### config.mk
export PLATFORM = sky130hd
export DESIGN_NAME = alu_arbiter
export DESIGN_NICKNAME = d
export VERILOG_FILES = /design/src/rtl/alu_arbiter.sv
export SDC_FILE = /design/constraint.sdc
export NUM_CORES = 1
export LEC_CHECK = 0
export BUFFER_PORTS_ARGS = -buffer_cell sky130_fd_sc_hd__buf_2
export CORE_MARGIN = 2
export CORE_UTILIZATION = 47
export DETAILED_ROUTE_END_ITERATION = 8
export PLACE_DENSITY = 0.83
export SKIP_LAST_GASP = 1
export SYNTH_ARGS = -nofsm -noshare
export SYNTH_HDL_FRONTEND = slang
export SYNTH_SLANG_ARGS = --single-unit
### constraint.sdc
create_clock -name clk -period 3.98 [get_ports clk]
set_input_delay 0.796 -clock clk [delete_from_list [all_inputs] [get_ports clk]]
set_output_delay 0.796 -clock clk [all_outputs]
set_load 0.005 [all_outputs]
### src/rtl/alu_arbiter.sv
// Two-requester round-robin front end for one shared, externally supplied ALU.
// A single transaction is in flight at a time: accept, execute for one cycle, hold the response.
module alu_arbiter #(
  parameter int N = 4
) (
  input  logic           clk,
  input  logic           rst,
  input  logic [1:0]     req_valid,
  output logic [1:0]     req_ready,
  input  logic [7:0]     req_op,
  input  logic [2*N-1:0] req_a,
  input  logic [2*N-1:0] req_b,
  input  logic [1:0]     req_flag,
  output logic [1:0]     rsp_valid,
  input  logic [1:0]     rsp_ready,
  output logic [N-1:0]   rsp_result,
  output logic           rsp_err,
  output logic [N-1:0]   alu_a,
  output logic [N-1:0]   alu_b,
  output logic           alu_flag,
  output logic [3:0]     alu_ctrl,
  input  logic [N-1:0]   alu_result,
  output logic           busy
);

  typedef enum logic [1:0] {
    IDLE = 2'd0,
    EXEC = 2'd1,
    RESP = 2'd2
  } state_e;

  state_e         state_q;
  logic           last_q;
  logic           owner_q;
  logic           illegal_q;

  logic           gnt_d;
  logic [3:0]     op_d;
  logic [N-1:0]   a_d;
  logic [N-1:0]   b_d;
  logic           flag_d;
  logic           hs;

  // A tie goes to the requester that was not served last; a lone request always wins.
  function automatic logic rr_pick(input logic [1:0] valid, input logic last);
    if (valid == 2'b11) return ~last;
    return valid[1];
  endfunction

  always_comb begin
    gnt_d     = rr_pick(req_valid, last_q);
    op_d      = gnt_d ? req_op[7:4]       : req_op[3:0];
    a_d       = gnt_d ? req_a[2*N-1:N]    : req_a[N-1:0];
    b_d       = gnt_d ? req_b[2*N-1:N]    : req_b[N-1:0];
    flag_d    = gnt_d ? req_flag[1]       : req_flag[0];
    req_ready = 2'b00;
    if (state_q == IDLE && req_valid != 2'b00) begin
      req_ready = gnt_d ? 2'b10 : 2'b01;
    end
  end

  assign hs   = |req_ready;
  assign busy = (state_q != IDLE);

  always_ff @(posedge clk) begin
    if (rst) begin
      state_q    <= IDLE;
      last_q     <= 1'b1;
      owner_q    <= 1'b0;
      illegal_q  <= 1'b0;
      rsp_valid  <= 2'b00;
      rsp_result <= '0;
      rsp_err    <= 1'b0;
      alu_a      <= '0;
      alu_b      <= '0;
      alu_flag   <= 1'b0;
      alu_ctrl   <= 4'd0;
    end else begin
      case (state_q)
        IDLE: begin
          if (hs) begin
            owner_q   <= gnt_d;
            illegal_q <= op_d[3];
            // Illegal opcodes never reach the ALU; its inputs keep the previous operation.
            if (!op_d[3]) begin
              alu_ctrl <= op_d;
              alu_a    <= a_d;
              alu_b    <= b_d;
              alu_flag <= flag_d;
            end
            state_q <= EXEC;
          end
        end
        EXEC: begin
          rsp_result <= illegal_q ? '0 : alu_result;
          rsp_err    <= illegal_q;
          rsp_valid  <= owner_q ? 2'b10 : 2'b01;
          state_q    <= RESP;
        end
        RESP: begin
          if (rsp_ready[owner_q]) begin
            rsp_valid <= 2'b00;
            last_q    <= owner_q;
            state_q   <= IDLE;
          end
        end
        default: begin
          rsp_valid <= 2'b00;
          state_q   <= IDLE;
        end
      endcase
    end
  end

endmodule

==> impl_metrics.csv, run 1 <==
group,metric,value,unit
setup_path,arrival,1.76,ns
clock_network,clockRootBuffer,"clkbuf_4",
finish,utilization,63.54,%
timing,fin_crit,2.557,ns
timing,hold_viol,0,
run_status,status,"finished clean",
floorplanning,initial_core_util,50.28,%
placement,port_buffers,57,
floorplanning,die_area,0.002821,mm2
placement,gp_congestion,0.7191,
pwr,p_int,0.3791,mW
yosys,syn_area_per_cell,9.526,um2
finish,syn_to_final_growth,26.38,%
pwr,worst_ir_drop_vdd,231.5,uV
setup_path,endpoint_kind,"primary output",
placement,place_hpwl,1.875,mm
timing,tns,0,ns
drt,ant_nets,0,
floorplanning,io_pins,59,
yosys,ys_warn_count,0,
worst_hold_path,min_to,"rsp_result[1]",
worst_hold_path,min_from,"rsp_result[1]",
pwr,p_per_area,373.1,mW/mm2
clock_network,clock_sink_count,24,
setup_path,r2r_slack,2.05,ns
floorplanning,core,0.002255,mm2
clock_network,post-cts-setup-buffers,0,
setup_path,crit_path_top_delay_cell,"a21boi_4",
setup_path,crit_fanout,15,
grt,grt_pass1_vias,924,
grt,grt_pass1_wl,3.857,mm
clock_network,cts_tree,"yes",
grt,track_usage,18.68,%
grt,gr-total-overflow,0,
timing,rsz0062_at_grt,"no",
timing,fin_crit_sh,64.24,%
timing,setup_viol,0,
clock_network,clk_latency,0.32,ns
timing,finClkSkew,0.002930,ns
clock_network,h-tree-depth,1,
drt,drt-initial-drc-count,9,
floorplanning,row_count,17,
yosys,syn-instance-count,119,
drt,wl_per_cell,12.49,um
grt,antenna_found_initial,0,
setup_path,required,3.18,ns
grt,grt_max_degree,26,
setup_path,cpPeakStageDelay,0.49,ns
drt,via_per_inst,5.110,
finish,fill_cells,205,
drt,drcViolationCount,0,
floorplanning,die_w,53.11,um
timing,tightest_slew,0.6153,ns
setup_path,crit_top_cell,"buf_2",
setup_path,r2r_cells,4,
pwr,pwr-share-comb,23.6,%
pwr,p_clk_share,24.2,%
job,maxCapViolations,0,
finish,n_antenna_cell,0,
setup_path,r2r_start,"last_q",
yosys,syn-cell-area,0.001134,mm2
timing,slew-limit-headroom,58.98,%
pwr,seq_power_share,52.1,%
pwr,switchingPower,0.1555,mW
drt,drt-pass1-iter-count,4,
pwr,switching_share,29.09,%
clock_network,cts_resized,0,
setup_path,rr_endpoint,"alu_a[3]",
setup_path,cp-start-kind,"input port",
setup_path,cp_cell_sequence,"buf_2 > a21boi_4 > and2_1 > buf_2",
clock_network,cts_inserted_buffers,3,
clock_network,cts_buffer_depth,2,
finish,fin_nets,209,
clock_network,path_clk_slew,0.13,ns
worst_hold_path,min_path_cells,2,
timing,final_max_slew_viol_count,0,
worst_hold_path,min_path_type,"flip-flop to flip-flop",
timing,max_freq,391.1,MHz
setup_path,critical_path_class,"input port to primary output",
yosys,ys_ff_latch,24,
yosys,synth_cell_types,23,
floorplanning,die_h,53.11,um
drt,vias,1022,
yosys,ys_seq_area_share,42.38,%
pwr,power.leakage,0.6641,nW
finish,drive_gt1_share,43.02,%
drt,drt_wl_total,2.498,mm
yosys,synth_fp_nets,155,
clock_network,cts_hold_buffers,0,
## flip-flops by register name, indices dropped and copies added (netlist names)
name / flops
alu_b: 4
state_q: 2
owner_q: 1
rsp_err: 1
last_q: 1
rsp_result: 4
alu_flag: 1
alu_a: 4
illegal_q: 1
rsp_valid: 2
alu_ctrl: 3
## layer usage
metal | GRT usage (%) | vias to the layer above | wire length (um)
met5 | 0 | - | 0
met4 | 6.410 | 0 | 28
met3 | 2.260 | 2 | 174
met2 | 35.00 | 40 | 1248
met1 | 21.54 | 459 | 1047
li1 | - | 521 | -
## power groups by stage
stage          logic (mW)  clock network, mW  registers [mW]
5_1_grt             0.141              0.143           0.282
6_report            0.126              0.130           0.279
3_3_place_gp        0.121                  0           0.283
3_5_place_dp        0.127                  0           0.284
4_1_cts             0.128              0.134           0.279
2_1_floorplan      0.0844                  0           0.282
## per-stage QoR
stage	hold slack [ns]	instances	area [um2]	setup WS, ns	power [mW]
2_1_floorplan	0.4786	119	1134	1.874	0.3664
3_3_place_gp	0.4639	196	1396	1.436	0.4037
3_5_place_dp	0.4774	196	1396	1.409	0.4109
4_1_cts	0.5064	200	1433	1.418	0.5403
5_1_grt	0.5318	200	1433	1.364	0.5660
6_report	0.5000	200	1433	1.423	0.5345
## cells in the final DEF, fill, tap and decap left out
master,Yosys,layout
clkbuf_8,0,1
conb_1,1,1
a32o_2,1,1
a31oi_1,1,1
a21oi_1,9,9
clkbuf_4,0,3
a211oi_2,10,10
inv_1,3,3
nor2b_1,2,2
and2_1,1,1
nand2_1,3,3
a211oi_1,4,4
mux2i_1,14,14
o21ai_0,2,2
nand2b_1,3,3
buf_2,1,57
nor3b_1,4,4
nor3b_2,1,1
a21boi_4,1,1
nor3_1,1,1
nor2_1,26,26
dfxtp_1,24,24
## worst max-delay path by stage
stage	start	to	slack (ns)	depth (start not counted)
detailed placement	req_valid[0]	req_ready[1]	1.41	4
global route	req_valid[0]	req_ready[1]	1.36	4
floorplan	req_valid[1]	req_ready[0]	1.87	3
finish	req_valid[0]	req_ready[1]	1.42	4
CTS	req_valid[0]	req_ready[1]	1.42	4
global placement	req_valid[0]	req_ready[1]	1.44	4
## area by class of cell
| class | instances | area (um2) | area share, % |
|---|---|---|---|
| clock buffer | 4 | 36.28 | 2.533 |
| inverter | 3 | 11.26 | 0.7860 |
| multi-input combinational | 84 | 584.3 | 40.79 |
| sequential | 24 | 480.5 | 33.54 |
| tap | 28 | 35.03 | 2.445 |
| timing repair buffer | 57 | 285.3 | 19.91 |
## cell usage after synthesis
library cell / count / share of area (%)
a211oi_1: 4 / 2.6
nor2_1: 26 / 8.6
dfxtp_1: 24 / 42
nand2_1: 3 / 0.99
nor2b_1: 2 / 1.1
o21ai_0: 2 / 0.88
a31oi_1: 1 / 0.55
nor3b_2: 1 / 1.1
conb_1: 1 / 0.33
buf_4: 3 / 2.0
a21boi_4: 1 / 1.7
buf_2: 1 / 0.44
inv_1: 3 / 0.99
a211oi_2: 10 / 11
buf_6: 2 / 2.0
nor3b_1: 4 / 2.6
mux2i_1: 14 / 12
a21oi_1: 9 / 4.0
nand2b_1: 3 / 1.7
clkbuf_1: 2 / 0.66
nor3_1: 1 / 0.44
and2_1: 1 / 0.55
a32o_2: 1 / 0.99
## worst max-delay path, delay by kind of cell
family	cells	cell delay (ns)
compound gates	1	0.49
simple gates	1	0.23
buf+inv	2	0.25
## cell families (layout without fill, tap and decap cells)
logic type,Yosys count,in the layout,share of synthesized area (%)
compound gates,28,28,21.74
mux,14,14,12.36
other cells,1,1,0.3308
simple gates,41,41,17.11
flops,24,24,42.38
buf+inv,11,64,6.070
No activity file was read; power rests on OpenSTA's default activity.
==> run 2: changes to the inputs <==
ABC_AREA = 1   (was unset)
CORE_UTILIZATION = 44   (was 47)
PLACE_DENSITY = 0.78   (was 0.83)
clock period = 2.6 ns   (was 3.98 ns; I/O delays follow)
==> run 2 against run 1 <==
  * Area after synthesis rose by 0.22%
  * Critical path type is now flip-flop to primary output
  * Flip-flop and latch count is the same
  * Sequential share of layout area fell by 0.52 points
  * Largest cell class unchanged
  * Synthesized cell count is 50% higher
  * Non-clock buffer count is 1 higher
  * First-iteration DRC count grew 33%
  * Power increased by 53%
  * Via count increased by 15%
  * Largest power group unchanged
  * Design area grew 1.6%
  * Global-route usage down 0.59 points
==> impl_metrics.csv, run 2 <==
group,metric,value,unit
yosys,ys_seq_area_share,42.29,%
setup_path,critPathBufInv,3,
setup_path,cp_cell_sequence,"nand2_1 > nand2_1 > inv_1 > nand2_1 > inv_1 > buf_2",
timing,setup_viol,0,
drt,drt-initial-drc-count,12,
setup_path,cp-start-kind,"flip-flop",
timing,max_freq,498.3,MHz
finish,final_cell_mix,"nand2_1 (76), buf_2 (57), nor2_1 (35)",
finish,final_common_cell,"nand2_1",
grt,grt_pass1_vias,949,
timing,final_max_slew_viol_count,0,
placement,dpl_worst_slack,0.6414,ns
finish,n_antenna_cell,0,
job,maxCapViolations,0,
drt,drt-pass1-iter-count,4,
setup_path,arrival,1.49,ns
clock_network,cts_resized,0,
yosys,syn-instance-count,179,
finish,fill_cells,251,
clock_network,clk_latency,0.31,ns
floorplanning,core,0.002455,mm2
grt,grt_max_degree,26,
grt,gr-total-overflow,0,
finish,top_regs,"alu_a: 4 flops, alu_b: 4 flops, rsp_result: 4 flops",
grt,track_usage,18.09,%
timing,fin_crit_sh,77.19,%
clock_network,h-tree-depth,1,
setup_path,crit_top_cell,"nand2_1",
setup_path,cpPeakStageDelay,0.35,ns
grt,met1_usage,20.50,%
yosys,synthTopCellsByCount,"nand2_1 (76), nor2_1 (35), dfxtp_1 (24)",
yosys,synthFlopType,"dfxtp_1",
yosys,synth_cell_types,18,
yosys,ys_ff_latch,24,
run_status,status,"finished clean",
yosys,yosysTopAreaCellShare,42.29,%
finish,drive_gt1_share,27.78,%
pwr,power.leakage,0.8758,nW
clock_network,cts_tree,"yes",
floorplanning,initial_core_util,46.28,%
clock_network,cts_hold_buffers,0,
grt,grt_pass1_wl,3.891,mm
grt,gr-usage-met3,2.732,%
clock_network,path_clk_slew,0.13,ns
yosys,synthTopCellsByArea,"dfxtp_1 (42%), nand2_1 (25%), nor2_1 (12%), inv_1 (6.6%), a22oi_1 (2.6%)",
finish,fin_nets,271,
placement,place_hpwl,1.884,mm
placement,dpl_cell_area,0.001419,mm2
setup_path,path_delay_family,"simple AND/OR/NAND/NOR gates",
floorplanning,die_h,54.82,um
timing,finClkSkew,0.005320,ns
setup_path,critical_path_class,"flip-flop to primary output",
drt,vias,1176,
drt,wl_per_cell,9.466,um
yosys,synthArstFlopShare,0,%
drt,ant_nets,0,
yosys,syn_area_per_cell,6.347,um2
clock_network,cts_buffer_depth,2,
finish,instances_no_fill,264,
timing,fin_ws,0.5931,ns
clock_network,clock_sink_count,24,
floorplanning,die_area,0.003005,mm2
timing,hold_viol,0,
placement,placedCellCount,260,
grt,antenna_found_initial,0,
floorplanning,row_count,18,
clock_network,cts_inserted_buffers,3,
grt,use_met2,31.94,%
yosys,synth-edff-count,0,
worst_hold_path,min_path_type,"input port to flip-flop",
finish,stdcell_area,0.001455,mm2
setup_path,required,2.08,ns
drt,drt_wl_total,2.499,mm
finish,syn_to_final_growth,28.08,%
yosys,syn-cell-area,0.001136,mm2
drt,drcViolationCount,0,
clock_network,post-cts-setup-buffers,0,
setup_path,crit_path_top_delay_cell,"dfxtp_1",
yosys,yosysTopAreaCell,"dfxtp_1",
setup_path,endpoint_kind,"primary output",
timing,fin_crit,2.007,ns
placement,gp_congestion,0.7371,
yosys,synthMostInstantiatedCell,"nand2_1",
timing,tns,0,ns
placement,port_buffers,57,
yosys,synth_fp_nets,215,
drt,via_per_inst,4.455,
setup_path,crit_fanout,14,
floorplanning,die_w,54.82,um
timing,rsz0062_at_grt,"no",
yosys,ys_warn_count,0,
pwr,p_per_area,560.5,mW/mm2
clock_network,clockRootBuffer,"clkbuf_4",
pwr,worst_ir_drop_vdd,440.1,uV
floorplanning,io_pins,59,
grt,top_usage_layer,"met2",
## run 2: cell types whose count changed after synthesis, sizes merged, moves of 10 or more
| cell | previous run | this run |
|---|---|---|
| nand2 | 3 | 77 |
| inv | 3 | 20 |
| a211oi | 14 | 0 |
| mux2i | 14 | 0 |
| nor2 | 26 | 36 |
## run 2: cells by family after synthesis
logic type / synth area share (%)
AO/OA/AOI/OAI: 5.507
buffers and inverters: 10.79
flip-flops: 42.29
other: 0.3301
AND/OR/NAND/NOR: 41.08
## run 2: worst register-to-register path: cells and delay by family, from the launching register on
| kind | cells | cell delay [ns] |
|---|---|---|
| flops | 1 | 0.33 |
| simple gates | 7 | 1.09 |
## run 2: path summary, 6_finish.rpt
path / slack [ns] / to / cells after the start / start
worst max register to register: 1.12 / alu_flag / 7 / last_q
worst max-delay path: 0.59 / req_ready[1] / 6 / last_q
worst min-delay path: 0.43 / rsp_result[3] / 3 / alu_result[3]
worst min register to register: 0.47 / rsp_valid[1] / 2 / rsp_valid[1]
## run 2: power by group
group          switching (mW)  internal, mW  total (mW)
clock                   0.111        0.0856       0.196
combinational           0.114        0.0860       0.200
sequential             0.0156         0.403       0.419
## run 2: final cells by class
class,instances,area [um2],share of cell area (%)
Multi-Input combinational cell,128,533.0,36.63
Sequential cell,24,480.5,33.02
Timing Repair Buffer,58,292.8,20.12
Inverter,20,75.07,5.159
Tap cell,30,37.54,2.580
Clock buffer,4,36.28,2.494
## run 2: routing by layer
| metal | up-vias | routed length (um) | part of all wire [%] |
|---|---|---|---|
| li1 | 639 | - | - |
| met1 | 501 | 1079 | 43 |
| met2 | 30 | 1232 | 49 |
| met3 | 6 | 131 | 5.2 |
| met4 | 0 | 56 | 2.2 |
| met5 | - | 0 | 0 |
## run 2: per-stage QoR
step                hold slack, ns  power, mW  utilization, %
floorplan                   0.4459     0.5580               -
global placement            0.4450     0.6265           57.80
detailed placement          0.4532     0.6299           57.80
CTS                         0.4254     0.8267           59.28
global route                0.4443     0.8757           59.28
finish                      0.4338     0.8156           59.28
==> run 3: changes to the inputs <==
clock period = 2.1 ns   (was 2.6 ns; I/O delays follow)
==> run 3 against run 2 <==
  * Combinational power is 24% higher
  * Cell count up 0.38%
  * First-iteration DRC count down 50%
  * Sequential share of layout area shrank 0.53 points
  * Die area is the same
  * Flip-flop and latch count is the same
  * Power increased by 36%
  * Hold slack got worse by 0.11 ns
==> impl_metrics.csv, run 3 (synthesis results as in run 2) <==
group,metric,value,unit
run_status,status,"finished clean",
clock_network,clock_sink_count,24,
setup_path,arrival,1.27,ns
setup_path,endpoint_kind,"primary output",
drt,wl_per_cell,9.502,um
clock_network,path_clk_slew,0.14,ns
clock_network,h-tree-depth,1,
grt,gr-total-overflow,0,
timing,finClkSkew,0.005669,ns
worst_hold_path,min_path_type,"input port to flip-flop",
finish,drive_gt1_share,28.09,%
finish,n_antenna_cell,0,
finish,final_common_cell,"nand2_1",
floorplanning,core,0.002455,mm2
finish,final_cell_mix,"nand2_1 (76), buf_2 (57), nor2_1 (35)",
pwr,totalPowerFinal,1.108,mW
timing,fin_crit,1.687,ns
timing,fin_crit_sh,80.35,%
drt,drcViolationCount,0,
finish,fin_nets,272,
timing,rsz0062_at_grt,"no",
placement,port_buffers,57,
clock_network,cts_tree,"yes",
drt,via_per_inst,4.528,
clock_network,cts_resized,0,
grt,track_usage,18.09,%
grt,grt_pass1_wl,3.953,mm
clock_network,cts_hold_buffers,0,
drt,drt-pass1-iter-count,4,
floorplanning,die_h,54.82,um
job,maxCapViolations,0,
timing,setup_viol,0,
clock_network,clk_latency,0.32,ns
clock_network,cts_inserted_buffers,3,
timing,final_max_slew_viol_count,0,
drt,vias,1200,
floorplanning,die_w,54.82,um
floorplanning,row_count,18,
grt,antenna_found_initial,0,
pwr,worst_ir_drop_vdd,453.0,uV
setup_path,required,1.68,ns
timing,hold_viol,0,
setup_path,crit_fanout,4,
finish,syn_to_final_growth,30.18,%
clock_network,post-cts-setup-buffers,0,
floorplanning,die_area,0.003005,mm2
placement,gp_congestion,0.7800,
placement,place_hpwl,1.944,mm
timing,tns,0,ns
grt,grt_max_degree,26,
setup_path,critical_path_class,"flip-flop to primary output",
drt,ant_nets,0,
setup_path,r2r_slack,0.78,ns
grt,grt_pass1_vias,998,
pwr,p_per_area,749.4,mW/mm2
finish,top_regs,"alu_a: 4 flops, alu_b: 4 flops, rsp_result: 4 flops",
clock_network,cts_buffer_depth,2,
pwr,power.leakage,0.8873,nW
timing,max_freq,592.6,MHz
drt,drt-initial-drc-count,6,
floorplanning,io_pins,59,
clock_network,clockRootBuffer,"clkbuf_4",
floorplanning,initial_core_util,46.28,%
drt,drt_wl_total,2.518,mm
setup_path,cp-start-kind,"flip-flop",
==> run 3: changes by cell type in the layout (fill, tap and decap cells not counted) <==
cell | before | now
buf_4 | 1 | 2
clkbuf_8 | 1 | 0
bufinv_16 | 0 | 1
==> run 3: layout make-up <==
class / instances / area [um2]
clock buffers: 3 / 22.52
clock inverters: 1 / 30.03
fillers: 262 / 975.9
inverters: 20 / 75.07
multi-input cells: 128 / 533.0
flip-flops and latches: 24 / 480.5
well taps: 30 / 37.54
repair buffers: 59 / 300.3
==> run 3: metrics by stage <==
stage	area (um2)	hold WS, ns	utilization [%]	cells	setup WS, ns
finish	1479	0.3224	60.24	265	0.4126
global route	1479	0.3351	60.24	265	0.3115
CTS	1479	0.3165	60.24	265	0.3794
detailed placement	1426	0.4516	58.10	261	0.5763
global placement	1426	0.4464	58.10	261	0.5988
floorplan	1136	0.4459	-	179	0.7062
==> run 3: power breakdown <==
| part | internal [mW] | switching (mW) | total (mW) |
|---|---|---|---|
| logic | 0.108 | 0.141 | 0.249 |
| registers | 0.499 | 0.0207 | 0.520 |
| clock network | 0.193 | 0.146 | 0.339 |
| total | 0.800 | 0.308 | 1.11 |
==> run 3: worst max-delay path, stage by stage, from the launching register on <==
cell and delay, ns:
dfxtp_1 0.32, inv_1 0.09, nand2_2 0.09, nor2_4 0.15, inv_1 0.09, nor2_1 0.09, buf_2 0.11
==> run 3: metal layers <==
metal	track usage, %	share of wire, %
met1	21.17	42
met2	33.13	51
met3	2.459	5.2
met4	6.250	1.4
met5	0	0
==> run 3: path summary, 6_finish.rpt <==
kind                 start  cells after the start       endpoint
min reg2reg   rsp_valid[1]                      2   rsp_valid[1]
min          alu_result[0]                      3  rsp_result[0]
max reg2reg         last_q                      8    alu_ctrl[1]
max             state_q[1]                      6   req_ready[0]
